--- src/rtl/io_terminal_port.sv ---
// Device side of the basic computer's terminal I/O: keyboard FIFO feeding INPR/FGI,
// OUTR/FGO display handshake, registered interrupt request and protocol-error counter.
module io_terminal_port #(
    parameter int unsigned DATA_W   = 8,
    parameter int unsigned IN_DEPTH = 4,
    parameter int unsigned CNT_W    = 8
) (
    input  logic              clk,
    input  logic              rst_n,
    input  logic              kbd_valid,
    input  logic [DATA_W-1:0] kbd_data,
    output logic              kbd_ready,
    output logic              dsp_valid,
    output logic [DATA_W-1:0] dsp_data,
    input  logic              dsp_ready,
    input  logic              cpu_inp,
    input  logic              cpu_out,
    input  logic [DATA_W-1:0] cpu_ac,
    input  logic              ien,
    output logic [DATA_W-1:0] inpr,
    output logic              fgi,
    output logic              fgo,
    output logic              irq,
    output logic [CNT_W-1:0]  err_cnt
);

    localparam int unsigned AW = $clog2(IN_DEPTH);
    localparam int unsigned PW = AW + 1;
    localparam int unsigned SW = CNT_W + 1;

    typedef enum logic {
        S_IDLE = 1'b0,
        S_BUSY = 1'b1
    } out_state_t;

    logic [DATA_W-1:0] r_mem [IN_DEPTH];
    logic [PW-1:0]     r_wr_ptr;
    logic [PW-1:0]     r_rd_ptr;
    logic [DATA_W-1:0] r_inpr;
    logic              r_fgi;
    out_state_t        r_state;
    logic              r_fgo;
    logic              r_dsp_valid;
    logic [DATA_W-1:0] r_dsp_data;
    logic              r_irq;
    logic [CNT_W-1:0]  r_err_cnt;

    logic              w_empty;
    logic              w_full;
    logic              w_push;
    logic              w_pop;
    logic              w_inp_err;
    logic              w_out_err;
    logic [SW-1:0]     w_err_sum;
    logic [CNT_W-1:0]  w_err_next;

    // Extra pointer MSB distinguishes full from empty when the index bits match.
    assign w_empty = (r_wr_ptr == r_rd_ptr);
    assign w_full  = (r_wr_ptr[AW] != r_rd_ptr[AW]) &&
                     (r_wr_ptr[AW-1:0] == r_rd_ptr[AW-1:0]);
    assign w_push  = kbd_valid & ~w_full;
    assign w_pop   = ~r_fgi & ~w_empty;

    assign w_inp_err  = cpu_inp & ~r_fgi;
    assign w_out_err  = cpu_out & (r_state == S_BUSY);
    assign w_err_sum  = SW'(r_err_cnt) + SW'(w_inp_err) + SW'(w_out_err);
    assign w_err_next = w_err_sum[CNT_W] ? {CNT_W{1'b1}} : w_err_sum[CNT_W-1:0];

    // Keyboard FIFO storage and write side
    always_ff @(posedge clk or negedge rst_n) begin
        if (!rst_n) begin
            for (int i = 0; i < int'(IN_DEPTH); i++) begin
                r_mem[i] <= '0;
            end
            r_wr_ptr <= '0;
        end else if (w_push) begin
            r_mem[r_wr_ptr[AW-1:0]] <= kbd_data;
            r_wr_ptr                <= r_wr_ptr + PW'(1);
        end
    end

    // INPR loader: pop only while FGI is low, so a read always leaves a one-cycle gap
    always_ff @(posedge clk or negedge rst_n) begin
        if (!rst_n) begin
            r_rd_ptr <= '0;
            r_inpr   <= '0;
            r_fgi    <= 1'b0;
        end else if (w_pop) begin
            r_inpr   <= r_mem[r_rd_ptr[AW-1:0]];
            r_fgi    <= 1'b1;
            r_rd_ptr <= r_rd_ptr + PW'(1);
        end else if (cpu_inp && r_fgi) begin
            r_fgi <= 1'b0;
        end
    end

    // Output FSM: OUTR/FGO toward the display
    always_ff @(posedge clk or negedge rst_n) begin
        if (!rst_n) begin
            r_state     <= S_IDLE;
            r_fgo       <= 1'b1;
            r_dsp_valid <= 1'b0;
            r_dsp_data  <= '0;
        end else begin
            case (r_state)
                S_IDLE: begin
                    if (cpu_out) begin
                        r_dsp_data  <= cpu_ac;
                        r_fgo       <= 1'b0;
                        r_dsp_valid <= 1'b1;
                        r_state     <= S_BUSY;
                    end
                end
                S_BUSY: begin
                    if (dsp_ready) begin
                        r_dsp_valid <= 1'b0;
                        r_fgo       <= 1'b1;
                        r_state     <= S_IDLE;
                    end
                end
                default: begin
                    r_state <= S_IDLE;
                end
            endcase
        end
    end

    // Interrupt request and saturating violation counter
    always_ff @(posedge clk or negedge rst_n) begin
        if (!rst_n) begin
            r_irq     <= 1'b0;
            r_err_cnt <= '0;
        end else begin
            r_irq     <= ien & (r_fgi | r_fgo);
            r_err_cnt <= w_err_next;
        end
    end

    assign kbd_ready = ~w_full;
    assign dsp_valid = r_dsp_valid;
    assign dsp_data  = r_dsp_data;
    assign inpr      = r_inpr;
    assign fgi       = r_fgi;
    assign fgo       = r_fgo;
    assign irq       = r_irq;
    assign err_cnt   = r_err_cnt;

endmodule

--- config.mk ---
export PLATFORM = sky130hd
export DESIGN_NAME = io_terminal_port
export DESIGN_NICKNAME = d
export VERILOG_FILES = /design/src/rtl/io_terminal_port.sv
export SDC_FILE = /design/constraint.sdc
export NUM_CORES = 1
export LEC_CHECK = 0
export CAP_MARGIN = 5
export CORE_ASPECT_RATIO = 0.7
export CORE_UTILIZATION = 50
export CTS_BUF_LIST = sky130_fd_sc_hd__clkbuf_4 sky130_fd_sc_hd__clkbuf_8 sky130_fd_sc_hd__clkbuf_16
export DETAILED_ROUTE_END_ITERATION = 10
export GPL_ROUTABILITY_DRIVEN = 0
export PLACE_DENSITY = 0.76
export SLEW_MARGIN = 20
export SYNTH_ARGS = -nofsm -noshare
export SYNTH_HDL_FRONTEND = slang
export SYNTH_SLANG_ARGS = --single-unit
--- constraint.sdc ---
create_clock -name clk -period 5.3 [get_ports clk]
set_input_delay 1.06 -clock clk [delete_from_list [all_inputs] [get_ports clk]]
set_output_delay 1.06 -clock clk [all_outputs]
set_load 0.005 [all_outputs]
==> impl_metrics.tcl <==
set metrics [dict create \
    syn_inst 204 \
    post-synth-top-count-cell "dfrtp_1" \
    period_needed_ns 3.20 \
    area_growth_pct 25.1 \
    viasPerCell 5.36 \
    synth-seq-cells 67 \
    r2r_end "r_rd_ptr[1]" \
    grt_max_degree 68 \
    cts.sinks 67 \
    n_antenna_cell 0 \
    reg2reg_from "r_rd_ptr[0]" \
    synth_fp_nets 234 \
    synth_top_cell_area_share 0.538 \
    fillers 449 \
    hold_buffers 0 \
    synth_cell_types 34 \
    worst_pin_slew_ns 0.823 \
    drt_iter0_drc 57 \
    wl_per_cell_um 15.4 \
    ir_drop_mv 0.248 \
    finalSetupTns_ns 0 \
    rr_worst_depth 3 \
    startpoint "r_rd_ptr[0]" \
    tritoncts "built" \
    avgSynthCellArea_um2 15.0 \
    worstSkewPairLatency_ns 0.33 \
    antenna_found_initial 0 \
    final_util 0.660 \
    root_buffer "clkbuf_8" \
    endpoint "kbd_ready" \
    synth-edff-count 0 \
    synthTopCellsByCount "dfrtp_1, mux2_2, inv_1, nand2_1, mux4_2" \
    synth_flop_cell "dfrtp_1" \
    row_count 23 \
    hold_viol 0 \
    synth_area_leaders "dfrtp_1, mux2_2, mux4_2" \
    grt_setup_unrepaired "false" \
    grt_util_met1 0.253 \
    synth_area_um2 3070 \
    num_io_pins 52 \
    fmax_mhz 312 \
    drive_gt1_frac 0.307 \
    worstSetupStartpointType "register" \
    yosysTopAreaCell "dfrtp_1" \
    worstPathArrival_ns 2.14 \
    nNetsFinal 294 \
    timing.final.crit_share 0.605 \
    maxCapViolCount 0 \
    dr.pass1.iters 4 \
    vias 1832 \
    ctsResizeCount 0 \
    crit_fanout 11 \
    end_kind "output port" \
    grt_pass1_wl_um 8660 \
    required_ns 4.24 \
    route.detailed.drc 0 \
    skew_ns 0.00700 \
    ys_warn_count 0 \
    grt_util_met3 0.0698 \
    met2_usage 0.280 \
    total_leakage_power_nw 1.60 \
    cts_buffer_depth 2 \
    relSlewSlack 0.451 \
    drt-total-wl_um 5260 \
    clk_pin_slew_ns 0.07 \
    post-cts-setup-buffer-count 0 \
    initial_core_util 0.528 \
    grt-busiest-layer "met2" \
    fp.dieW_um 95.6 \
    setup_violations 0 \
    port_buffers 51 \
    grt_pass1_vias 1853 \
    hp-class "reg2reg" \
    drv_slew 0 \
    power_density_nw_per_um2 612 \
    cts.htree.levels 3 \
    postRouteAntennaNets 0 \
    die_y_um 67.6 \
    reg2reg_slack_ns 3.12 \
    overflow 0 \
    cts_inserted_buffers 9 \
    async_flop_share 1.00 \
    crit_type "reg2out" \
    dp_hpwl_um 3560 \
    yosysSeqAreaShare 0.547 \
    status "complete, no violations" \
    core-area_um2 5810 \
    grtUsageTotal 0.188 \
    fp.dieArea_um2 6460 \
]
-- registers in the layout (all words and copies together) (netlist names), 3 cells and up --
| name | flops |
|---|---|
| dsp_data | 8 |
| err_cnt | 8 |
| inpr | 8 |
| r_mem | 32 |
| r_rd_ptr | 3 |
| r_wr_ptr | 3 |
-- worst min-delay path by stage --
stage	start	endpoint	slack (ns)	depth (start not counted)
after floorplan	fgo	fgo	0.47	2
after global placement	inpr[6]	inpr[6]	0.47	1
after detailed placement	inpr[7]	inpr[7]	0.48	1
after CTS	inpr[6]	inpr[6]	0.49	1
after global routing	inpr[7]	inpr[7]	0.51	1
final	inpr[7]	inpr[7]	0.49	1
-- kinds of logic after synthesis --
logic type / Yosys count / synth area share
flip-flops: 67 / 0.547
multiplexers: 59 / 0.249
AND/OR/NAND/NOR: 29 / 0.0473
AO/OA/AOI/OAI: 21 / 0.0648
buffers and inverters: 13 / 0.0196
XOR/XNOR: 8 / 0.0412
adder cells (fa/ha/maj): 7 / 0.0310
-- metrics by stage --
step                total power, W  setup slack (ns)  hold WS (ns)  instance area [µm²]  std cells
finish                     0.00235              2.10         0.489                 3840        342
global route               0.00251              1.94         0.510                 3840        342
CTS                        0.00238              2.05         0.494                 3840        342
detailed placement         0.00197              2.22         0.479                 3650        328
global placement           0.00194              2.23         0.469                 3650        328
floorplan                  0.00163              2.88         0.470                 3070        204
-- area by class of cell --
type,instances,area [µm²],area share
Tap cell,75,93.8,0.0244
Sequential cell,67,1680,0.437
Timing Repair Buffer,52,513,0.134
Clock buffer,11,145,0.0378
Inverter,10,37.5,0.00978
Clock inverter,3,40.0,0.0104
Multi-Input combinational cell,124,1330,0.347
-- placed cells by master (no fill, tap or decap), types with 2 or more instances in the layout --
| master | synthesis | routed |
|---|---|---|
| a31oi_4 | 5 | 5 |
| clkdlybuf4s50_1 | 0 | 50 |
| ha_1 | 6 | 6 |
| xor2_1 | 3 | 3 |
| xnor2_4 | 2 | 2 |
| clkbuf_8 | 0 | 10 |
| a21oi_1 | 6 | 6 |
| mux2_4 | 3 | 3 |
| mux2_2 | 46 | 46 |
| inv_1 | 10 | 10 |
| a31oi_1 | 4 | 4 |
| nor2_1 | 6 | 6 |
| or3_1 | 2 | 2 |
| mux2_1 | 2 | 2 |
| nand3_1 | 3 | 3 |
| nand2b_1 | 2 | 2 |
| clkinv_2 | 0 | 2 |
| nand2_1 | 10 | 10 |
| dfrtp_1 | 66 | 66 |
| o21ai_0 | 3 | 3 |
| mux4_2 | 8 | 8 |
| xnor2_1 | 2 | 2 |
-- worst max-delay path, stage by stage (launching register included) --
cell and delay (ns):
dfrtp_1 0.67, xnor2_4 0.55, nand3_1 0.13, clkdlybuf4s50_1 0.47
-- layer usage --
metal  share of wire  vias up
met4           0.014        0
li1                -      866
met5               0        -
met1            0.50      912
met2            0.44       46
met3           0.048        8
-- power by group --
part           total [W]  switching, W  leakage (nW)  internal (W)
registers       0.000966      0.000216         0.793      0.000750
logic           0.000984      0.000380         0.708      0.000604
clock network   0.000400      0.000171        0.0985      0.000229
total            0.00235      0.000767          1.60       0.00158
No activity file was read; power rests on OpenSTA's default activity.
